## config.mk

```make
export PLATFORM = sky130hd
export DESIGN_NAME = div_seq_param_flat
export DESIGN_NICKNAME = d
export VERILOG_FILES = /design/src/rtl/div_pkg.sv /design/src/rtl/div_seq_param_if.sv /design/src/rtl/div_sign_mag.sv /design/src/rtl/div_seq_param.sv /design/src/flat_wrapper.sv
export SDC_FILE = /design/constraint.sdc
export NUM_CORES = 1
export LEC_CHECK = 0
export ABC_CLOCK_PERIOD_IN_PS = 4500
export CORE_UTILIZATION = 30
export CTS_CLUSTER_DIAMETER = 60
export CTS_CLUSTER_SIZE = 12
export DETAILED_ROUTE_END_ITERATION = 6
export GPL_TIMING_DRIVEN = 0
export SLEW_MARGIN = 5
export SYNTH_ARGS = -nofsm -noshare
export SYNTH_HDL_FRONTEND = slang
export SYNTH_SLANG_ARGS = --single-unit
export TNS_END_PERCENT = 50
```

## constraint.sdc

```tcl
create_clock -name clk -period 4.5 [get_ports clk]
set_input_delay 0.45 -clock clk [delete_from_list [all_inputs] [get_ports clk]]
set_output_delay 0.45 -clock clk [all_outputs]
set_load 0.1 [all_outputs]
```

## src/rtl/div_pkg.sv

```systemverilog
// Shared types and helpers for the sequential divider.
// Holds the FSM state encoding, the default operand width and a
// conditional two's-complement negate used by div_sign_mag.
package div_pkg;

    typedef enum logic [1:0] {
        IDLE,
        CALC,
        FIX
    } state_t;

    localparam int DIV_W_DEFAULT = 32;

    // Widest operand the negate helper supports; narrower callers
    // zero-extend in and truncate out, which is exact modulo 2^W.
    localparam int DIV_W_MAX = 64;

    function automatic logic [DIV_W_MAX-1:0] cond_neg(input logic [DIV_W_MAX-1:0] val,
                                                      input logic neg);
        return neg ? (~val + DIV_W_MAX'(1)) : val;
    endfunction

endpackage

```

## src/rtl/div_seq_param_if.sv

```systemverilog
// Request/result bundle between the control unit (master) and the
// divider (slave).
interface div_seq_param_if
    import div_pkg::*;
#(
    parameter int W = DIV_W_DEFAULT
);
    logic         start;
    logic         abort;
    logic         is_signed;
    logic [W-1:0] a;
    logic [W-1:0] b;
    logic [W-1:0] hi;
    logic [W-1:0] lo;
    logic         busy;
    logic         done;
    logic         divzero;
    logic         overflow;

    modport master (
        output start, abort, is_signed, a, b,
        input  hi, lo, busy, done, divzero, overflow
    );

    modport slave (
        input  start, abort, is_signed, a, b,
        output hi, lo, busy, done, divzero, overflow
    );
endinterface

```

## src/rtl/div_sign_mag.sv

```systemverilog
// Combinational conditional negate: res = neg ? -val : val.
// Used both to take operand magnitudes and to restore result signs.
module div_sign_mag
    import div_pkg::*;
#(
    parameter int W = DIV_W_DEFAULT
) (
    input  logic [W-1:0] val,
    input  logic         neg,
    output logic [W-1:0] res
);
    assign res = W'(cond_neg(DIV_W_MAX'(val), neg));
endmodule

```

## src/rtl/div_seq_param.sv

```systemverilog
// Multi-cycle restoring divider, one quotient bit per clock.
// hi = remainder, lo = quotient, truncating toward zero.
// Build option: define DIV_EARLY_OUT_EN to skip the iteration phase
// when |a| < |b| (result is then known to be q=0, r=|a|).
module div_seq_param
    import div_pkg::*;
#(
    parameter  int W  = DIV_W_DEFAULT,
    localparam int CW = $clog2(W + 1),
    localparam int IW = $clog2(W)
) (
    input logic            clk,
    input logic            rst,
    div_seq_param_if.slave bus
);
    state_t         state, state_next;
    logic [W-1:0]   n, n_next, d, d_next;
    logic [W-1:0]   q, q_next, r, r_next;
    logic [W-1:0]   hi, hi_next, lo, lo_next;
    logic [CW-1:0]  cnt, cnt_next;
    logic           qneg, qneg_next, rneg, rneg_next, sgn, sgn_next;
    logic           done, done_next, divzero, divzero_next, overflow, overflow_next;
    logic [W-1:0]   abs_a, abs_b, q_fix, r_fix;
    logic           a_neg, b_neg;
    // Partial remainder is one bit wider than W so that large unsigned
    // divisors (MSB set) never lose the shifted-out remainder bit.
    logic [W:0]     p, diff;

    assign a_neg = bus.is_signed & bus.a[W-1];
    assign b_neg = bus.is_signed & bus.b[W-1];

    div_sign_mag #(.W(W)) u_abs_a (.val(bus.a), .neg(a_neg), .res(abs_a));
    div_sign_mag #(.W(W)) u_abs_b (.val(bus.b), .neg(b_neg), .res(abs_b));
    div_sign_mag #(.W(W)) u_fix_q (.val(q),     .neg(qneg),  .res(q_fix));
    div_sign_mag #(.W(W)) u_fix_r (.val(r),     .neg(rneg),  .res(r_fix));

    // State register
    always_ff @(posedge clk) begin
        if (rst) state <= IDLE;
        else     state <= state_next;
    end

    // Datapath and result registers
    always_ff @(posedge clk) begin
        if (rst) begin
            n        <= '0;
            d        <= '0;
            q        <= '0;
            r        <= '0;
            hi       <= '0;
            lo       <= '0;
            cnt      <= '0;
            qneg     <= 1'b0;
            rneg     <= 1'b0;
            sgn      <= 1'b0;
            done     <= 1'b0;
            divzero  <= 1'b0;
            overflow <= 1'b0;
        end else begin
            n        <= n_next;
            d        <= d_next;
            q        <= q_next;
            r        <= r_next;
            hi       <= hi_next;
            lo       <= lo_next;
            cnt      <= cnt_next;
            qneg     <= qneg_next;
            rneg     <= rneg_next;
            sgn      <= sgn_next;
            done     <= done_next;
            divzero  <= divzero_next;
            overflow <= overflow_next;
        end
    end

    // Next-state and datapath update
    always_comb begin
        state_next    = state;
        n_next        = n;
        d_next        = d;
        q_next        = q;
        r_next        = r;
        hi_next       = hi;
        lo_next       = lo;
        cnt_next      = cnt;
        qneg_next     = qneg;
        rneg_next     = rneg;
        sgn_next      = sgn;
        done_next     = 1'b0;
        divzero_next  = divzero;
        overflow_next = overflow;
        p             = '0;
        diff          = '0;

        case (state)
            IDLE: begin
                if (bus.start) begin
                    if (bus.b == '0) begin
                        divzero_next  = 1'b1;
                        overflow_next = 1'b0;
                        hi_next       = '0;
                        lo_next       = '0;
                        done_next     = 1'b1;
                    end else begin
                        divzero_next  = 1'b0;
                        overflow_next = 1'b0;
                        n_next        = abs_a;
                        d_next        = abs_b;
                        qneg_next     = a_neg ^ b_neg;
                        rneg_next     = a_neg;
                        sgn_next      = bus.is_signed;
                        q_next        = '0;
                        r_next        = '0;
                        cnt_next      = CW'(W - 1);
                        state_next    = CALC;
`ifdef DIV_EARLY_OUT_EN
                        if (abs_a < abs_b) begin
                            r_next     = abs_a;
                            state_next = FIX;
                        end
`endif
                    end
                end
            end
            CALC: begin
                if (bus.abort) begin
                    state_next = IDLE;
                end else begin
                    p    = {r, n[cnt[IW-1:0]]};
                    diff = p - {1'b0, d};
                    if (p >= {1'b0, d}) begin
                        r_next                 = diff[W-1:0];
                        q_next[cnt[IW-1:0]]    = 1'b1;
                    end else begin
                        r_next = p[W-1:0];
                    end
                    cnt_next = cnt - CW'(1);
                    if (cnt == '0) state_next = FIX;
                end
            end
            FIX: begin
                if (bus.abort) begin
                    state_next = IDLE;
                end else begin
                    lo_next    = q_fix;
                    hi_next    = r_fix;
                    done_next  = 1'b1;
                    // Only MIN / -1 yields a positive quotient magnitude of 2^(W-1).
                    overflow_next = overflow | (sgn & ~qneg & q[W-1]);
                    state_next = IDLE;
                end
            end
            default: state_next = IDLE;
        endcase
    end

    assign bus.hi       = hi;
    assign bus.lo       = lo;
    assign bus.busy     = (state != IDLE);
    assign bus.done     = done;
    assign bus.divzero  = divzero;
    assign bus.overflow = overflow;
endmodule

```

## src/flat_wrapper.sv

```systemverilog
// flat-port wrapper written by rule: the top's interface ports become plain ports
module div_seq_param_flat import div_pkg::*;
#(
    parameter  int W  = DIV_W_DEFAULT,
    localparam int CW = $clog2(W + 1),
    localparam int IW = $clog2(W)
)
  (clk, rst, bus_start, bus_abort, bus_is_signed, bus_a, bus_b, bus_hi, bus_lo, bus_busy, bus_done, bus_divzero, bus_overflow);
  div_seq_param_if #(.W(W)) bus_i ();
  input logic clk;
  input logic rst;
  input wire logic [$bits(bus_i.start)-1:0] bus_start;
  input wire logic [$bits(bus_i.abort)-1:0] bus_abort;
  input wire logic [$bits(bus_i.is_signed)-1:0] bus_is_signed;
  input wire logic [$bits(bus_i.a)-1:0] bus_a;
  input wire logic [$bits(bus_i.b)-1:0] bus_b;
  output wire logic [$bits(bus_i.hi)-1:0] bus_hi;
  output wire logic [$bits(bus_i.lo)-1:0] bus_lo;
  output wire logic [$bits(bus_i.busy)-1:0] bus_busy;
  output wire logic [$bits(bus_i.done)-1:0] bus_done;
  output wire logic [$bits(bus_i.divzero)-1:0] bus_divzero;
  output wire logic [$bits(bus_i.overflow)-1:0] bus_overflow;
  assign bus_i.start = bus_start;
  assign bus_i.abort = bus_abort;
  assign bus_i.is_signed = bus_is_signed;
  assign bus_i.a = bus_a;
  assign bus_i.b = bus_b;
  assign bus_hi = bus_i.hi;
  assign bus_lo = bus_i.lo;
  assign bus_busy = bus_i.busy;
  assign bus_done = bus_i.done;
  assign bus_divzero = bus_i.divzero;
  assign bus_overflow = bus_i.overflow;
  div_seq_param #(.W(W)) u_core (.clk(clk), .rst(rst), .bus(bus_i));
endmodule
```

==> impl_metrics.yaml, run 1 <==
timing:
  hold_ws_ns: 0.3481
  rsz0062_at_grt: "no"
  fin_crit_sh: 0.9411
  maxSlewViolCount: 0
  skew_ns: 0.01903
  setup_viol: 0
  finalHoldViolCount: 0
  worstMarginPinSlew_ns: 1.007
  maxSlewHeadroom: 0.3227
  fin_ws_ns: 0.2651
  max_freq_mhz: 236.1
  period_minus_slack_ns: 4.235
  tns_ns: 0
finish:
  syn_to_final_growth_pct: 23.78
  drive_above_1_share: 0.05018
  fill_cells: 4030
  layout.nets: 1737
  diodes: 0
  post-route-util: 0.3800
  final-seq-area_mm2: 0.004130
  multi_input_area_mm2: 0.007367
status:
  status: "finished, final reports clean"
setup_path:
  startpoint_type: "flop"
  rr_startpoint: "u_core.cnt[0]$_SDFFE_PP0P_"
  cp-endpoint: "u_core.r[28]$_SDFFE_PP0P_"
  crit_start: "u_core.cnt[0]$_SDFFE_PP0P_"
  r2r_cells: 17
  reg2reg_slack_ns: 0.27
  critPathKind: "reg2reg"
  path_max_fanout: 10
  worstPathArrival_ns: 4.70
  r2r-end: "u_core.r[28]$_SDFFE_PP0P_"
  required_ns: 4.97
  cp-end-kind: "flop"
power_and_ir_drop:
  combinationalPowerShare: 0.230
  ir_drop_mv: 0.1945
  p_leak_nw: 5.327
  clkPwrFrac: 0.367
  p_seq_frac: 0.403
  power.share.switching: 0.3137
  switchingPower_mw: 1.555
  p_per_area_mw_per_mm2: 335.3
  power.internal_mw: 3.403
cts:
  ctsHtreeMaxLevel: 1
  root_buffer: "clkbuf_16"
  cts_buffer_depth: 3
  clk_pin_slew_worst_paths_ns: 0.06
  numCtsBuffers: 23
  cts_tree: "built"
  clkSinkCount: 206
  insertion_delay_ns: 0.53
synthesis:
  synth_area_per_cell_um2: 8.143
  synth_edf_count: 0
  ys_seq_area_frac: 0.3452
  syn_area_mm2: 0.01195
  syn_nets: 1578
  ys_ff_latch: 206
  yosysUniqueCellTypes: 63
  yosysWarnings: 0
  synth_async_sr_flop_share: 0
  synth_top_flop_cell: "dfxtp_1"
  synthCells: 1467
place:
  port-buffer-count: 135
  dp_hpwl_um: 29930
  pre_cts_ws_ns: -0.8508
  gp_congestion: 0.8849
worst_hold_path:
  min_path_type: "in2reg"
  holdPathStages: 3
  hold_start: "bus_is_signed"
grt:
  first_global_vias: 10660
  track_usage: 0.1811
  grt_pass1_wl_um: 59810
  grt_max_degree: 13
  overflow: 0
  antenna_found_initial: 0
routing:
  routed_wl_um: 37630
  num_vias: 11290
  wl_per_cell_um: 17.49
  drcViolationCount: 0
  viasPerCell: 5.247
  drtAntennaViolNets: 0
  drt_iter0_markers: 751
  drt-pass1-iter-count: 5
die:
  start_util: 0.3070
  core_mm2: 0.03892
  num_io_pins: 137
  core.rowCount: 72
  die_h_um: 201.6
  die_w_um: 201.6
  dieArea_mm2: 0.04062
run:
  cap_violations: 0
## worst max-delay path: stages (launching register included)
cell and delay (ns):
dfxtp_4 0.39, buf_12 0.15, mux4_2 0.53, a22o_1 0.22, a221oi_2 0.17, and3_4 0.25
ha_1 0.14, inv_1 0.05, fa_2 0.36, a21oi_2 0.20, o21ai_2 0.12, a221o_1 0.40
a2111oi_4 0.33, nor2_2 0.10, o41ai_2 0.31, xnor2_1 0.20, mux2i_1 0.11, o21ai_1 0.13
## layout by cell type, fill, tap and decap left out, drive strengths merged, types with 11 or more instances in the layout
cell type and instances:
a211oi 57, ha 41, o31ai 25, a22o 25, nand4 13, nor2 188, inv 56, nor4 13
dfxtp 206, or3 11, nand2 121, o41ai 14, clkbuf 112, xor2 66, nand3 15, nor3 43
o21ai 106, clkdlybuf4s50 135, or4 14, a22oi 25, a41oi 30, a21oi 98, mux2i 26, xnor2 84
## metal layers
metal  vias to the layer above  track usage  wire length (µm)  share of wire
met5                         -            0                 0              0
met4                         0      0.03436               495          0.013
met3                        30      0.02478              1759          0.047
met2                       288       0.2881             16640           0.44
met1                      5351       0.2601             18740           0.50
li1                       5623            -                 -              -
## metrics by stage
stage / cell area [µm²] / std cells / power (mW)
6_report: 14790 / 2152 / 4.958
5_1_grt: 14790 / 2152 / 5.185
4_1_cts: 14700 / 2153 / 4.953
3_5_place_dp: 13950 / 2120 / 3.126
3_3_place_gp: 13950 / 2120 / 3.108
2_1_floorplan: 11950 / 1467 / 2.760
## flip-flops by register name (all words and copies together), names as in the netlist
register             flops
u_core.bus.hi           32
u_core.bus.lo           32
u_core.d                32
u_core.n                32
u_core.q                32
u_core.r                32
u_core.cnt               6
u_core.state             2
u_core.bus.divzero       1
u_core.bus.done          1
u_core.bus.overflow      1
u_core.qneg              1
u_core.rneg              1
u_core.sgn               1
## worst min path at each step
stage | endpoint | slack [ns]
6_report | u_core.sgn$_SDFFE_PP0P_ | 0.35
5_1_grt | u_core.sgn$_SDFFE_PP0P_ | 0.36
4_1_cts | u_core.sgn$_SDFFE_PP0P_ | 0.31
3_5_place_dp | u_core.n[31]$_SDFFE_PP0P_ | 0.45
3_3_place_gp | u_core.n[31]$_SDFFE_PP0P_ | 0.44
2_1_floorplan | u_core.n[17]$_SDFFE_PP0P_ | 0.43
## cell families after synthesis
group / Yosys count / synth area share
and+or+nand+nor: 463 / 0.1797
xor gates and xnor gates: 150 / 0.1100
muxes: 34 / 0.03687
buffers and inverters: 146 / 0.04608
adders and majority gates: 42 / 0.04462
AOI/OAI and AO/OA: 426 / 0.2375
DFF: 206 / 0.3452
## power groups by stage
stage                     Combinational (mW)  Clock (mW)  Sequential, mW
after floorplan                        0.748           0            2.01
after CTS                               1.11        1.85            1.99
after detailed placement                1.10           0            2.03
after global routing                    1.25        1.92            2.01
after global placement                  1.09           0            2.02
final                                   1.14        1.82            2.00
## layout make-up
class / count / share of cell area
plain buffers: 91 / 0.02521
clock buffers: 28 / 0.04290
clock inverters: 5 / 0.005246
inverters: 53 / 0.01345
multi-input cells: 1115 / 0.4982
flip-flops and latches: 206 / 0.2793
well taps: 518 / 0.04383
repair buffers: 136 / 0.09189
## synth_stat cells (all sizes together), types with 10 or more instances
master / count / area, µm²
dfxtp: 206 / 4124
mux2i: 26 / 260.3
or3: 11 / 78.82
inv: 53 / 198.9
o31ai: 25 / 221.5
nor3: 43 / 215.2
nor2: 188 / 705.7
clkbuf: 84 / 315.3
xnor2: 84 / 735.7
xor2: 66 / 578.1
a211oi: 57 / 427.9
ha: 41 / 513.0
nand4: 13 / 81.33
nand3: 15 / 87.59
or4: 14 / 112.6
o21ai: 106 / 530.5
a22oi: 25 / 187.7
a21o: 10 / 75.07
a41oi: 30 / 262.8
nand2: 121 / 454.2
o41ai: 14 / 122.6
a22o: 25 / 219.0
a21oi: 98 / 490.5
nor4: 13 / 96.34
## repair_timing
action                                 CTS  global route
setup buffers                            0             1
resized for setup                       14            29
setup endpoints to repair               64            58
endpoints found under the hold margin    0             0
pin swaps                                0             6
hold buffers                             0             0
No activity file was read; power rests on OpenSTA's default activity.
==> inputs of run 2 (changes only) <==
--- a/config.mk
+++ b/config.mk
@@ -11,7 +11,7 @@
 export CTS_CLUSTER_SIZE = 12
 export DETAILED_ROUTE_END_ITERATION = 6
 export GPL_TIMING_DRIVEN = 0
-export SLEW_MARGIN = 5
+export SLEW_MARGIN = 0
 export SYNTH_ARGS = -nofsm -noshare
 export SYNTH_HDL_FRONTEND = slang
 export SYNTH_SLANG_ARGS = --single-unit
==> results of run 2 <==
Same layout as run 1: the final DEF is identical, and so are final timing and power.
==> inputs of run 3 (changes only) <==
--- a/config.mk
+++ b/config.mk
@@ -11,6 +11,7 @@
 export CTS_CLUSTER_SIZE = 12
 export DETAILED_ROUTE_END_ITERATION = 6
 export GPL_TIMING_DRIVEN = 0
+export REMOVE_ABC_BUFFERS = 1
 export SLEW_MARGIN = 0
 export SYNTH_ARGS = -nofsm -noshare
 export SYNTH_HDL_FRONTEND = slang
==> impl_metrics.yaml, run 3 (synthesized netlist as in run 1, its figures left out) <==
power_and_ir_drop:
  switchingPower_mw: 1.483
  finalPower_mw: 4.919
  power.share.switching: 0.3015
  p_per_area_mw_per_mm2: 334.9
  ir_drop_mv: 0.2173
  p_seq_frac: 0.409
  combinationalPowerShare: 0.218
  clkPwrFrac: 0.373
  p_leak_nw: 5.338
  power.internal_mw: 3.436
timing:
  setup_viol: 0
  fin_crit_sh: 0.9888
  maxSlewHeadroom: 0.1910
  fin_ws_ns: 0.05029
  period_minus_slack_ns: 4.450
  worstMarginPinSlew_ns: 1.213
  finalHoldViolCount: 0
  maxSlewViolCount: 0
  skew_ns: 0.01912
  max_freq_mhz: 224.7
  tns_ns: 0
  rsz0062_at_grt: "yes"
cts:
  clkSinkCount: 206
  numCtsBuffers: 23
  clk_pin_slew_worst_paths_ns: 0.06
  cts_tree: "built"
  cts_buffer_depth: 3
  insertion_delay_ns: 0.53
  root_buffer: "clkbuf_16"
  ctsHtreeMaxLevel: 1
routing:
  drtAntennaViolNets: 0
  drcViolationCount: 0
  drt-pass1-iter-count: 5
  viasPerCell: 5.096
  wl_per_cell_um: 16.36
  num_vias: 10620
  drt_iter0_markers: 600
  routed_wl_um: 34100
die:
  num_io_pins: 137
  core.rowCount: 72
  dieArea_mm2: 0.04062
  die_h_um: 201.6
  die_w_um: 201.6
  start_util: 0.3070
  core_mm2: 0.03892
place:
  dpl_cell_area_mm2: 0.01385
  dp_hpwl_um: 26000
  gp_congestion: 0.8699
  pre_cts_ws_ns: -1.245
  port-buffer-count: 136
finish:
  post-route-cell-area_mm2: 0.01469
  layout_common_cells: "dfxtp_1 (204), nor2_1 (184), clkdlybuf4s50_1 (135), nand2_1 (119), o21ai_0 (103)"
  layout.nets: 1668
  drive_above_1_share: 0.06577
  diodes: 0
  layout_commonest_cell: "dfxtp_1"
  post-route-util: 0.3774
  syn_to_final_growth_pct: 22.95
setup_path:
  cp-end-kind: "flop"
  worstPathArrival_ns: 4.88
  rr_startpoint: "u_core.cnt[0]$_SDFFE_PP0P_"
  startpoint_type: "flop"
  required_ns: 4.93
  path_max_fanout: 12
  crit_start: "u_core.cnt[0]$_SDFFE_PP0P_"
  critPathKind: "reg2reg"
grt:
  overflow: 0
  antenna_found_initial: 0
  first_global_vias: 9995
  grt_pass1_wl_um: 54780
  track_usage: 0.1645
  grt_max_degree: 83
worst_hold_path:
  min_path_type: "in2reg"
  hold_start: "rst"
run:
  cap_violations: 0
status:
  status: "finished, final reports clean"
==> run 3: cell types whose count changed in the layout (fill, tap and decap cells not counted), moves of 4 or more <==
cell and change:
nor3_2 +4, clkbuf_1 -78, buf_4 +10, buf_1 -6, buf_6 +6
==> run 3: timing repair <==
| action | CTS | global route |
|---|---|---|
| setup endpoints to repair | 89 | 57 |
| endpoints found under the hold margin | 0 | 0 |
| buffers inserted | 0 | 8 |
| hold buffers | 0 | 0 |
| pin swaps | 0 | 1 |
| resized for setup | 15 | 4 |
==> run 3: per-stage QoR <==
step                      instances  hold WS (ns)
after floorplan                1374        0.4228
after global placement         2028        0.4421
after detailed placement       2042        0.4490
after CTS                      2076        0.2975
after global routing           2084        0.3158
final                          2084        0.3224
==> run 3: power groups by stage <==
stage	Combinational, mW	Clock (mW)	Sequential [mW]
CTS	1.06	1.89	2.02
global route	1.18	1.97	2.03
finish	1.07	1.83	2.01
floorplan	0.717	0	2.03
detailed placement	1.05	0	2.05
global placement	1.05	0	2.05
==> run 3: path summary, 6_finish.rpt <==
path,end,slack [ns],cells past startpoint
max,u_core.r[28]$_SDFFE_PP0P_,0.05,16
min,u_core.bus.hi[11]$_SDFFE_PP0P_,0.32,2
max reg2reg,u_core.r[28]$_SDFFE_PP0P_,0.05,16
min reg2reg,u_core.n[0]$_SDFFE_PP0P_,0.46,2
==> run 3: critical path, stage by stage (launching register included) <==
cell,delay [ns]
dfxtp_4,0.45
mux4_2,0.56
a22o_1,0.24
a221oi_1,0.20
and3_2,0.31
ha_1,0.17
inv_1,0.05
fa_1,0.39
a21oi_1,0.22
o21ai_1,0.18
a221o_1,0.42
a2111oi_2,0.38
nor2_1,0.12
o41ai_2,0.29
xnor2_1,0.16
mux2i_1,0.08
o21ai_0,0.14
==> run 3: layout make-up <==
cell class                 count  area (µm²)
multi-input combinational   1115        7382
fill                        3904       24230
inverter                      53       198.9
tap                          518       648.1
clock buffer                  27       620.6
clock inverter                 7       95.09
sequential                   206        4129
timing repair buffer         158        1614
==> run 3: routing by layer <==
layer,vias up,global-route usage,wire (µm)
li1,5479,-,-
met1,4886,0.2338,16840
met2,224,0.2496,14870
met3,31,0.03256,1823
met4,0,0.04816,573
met5,-,0,0
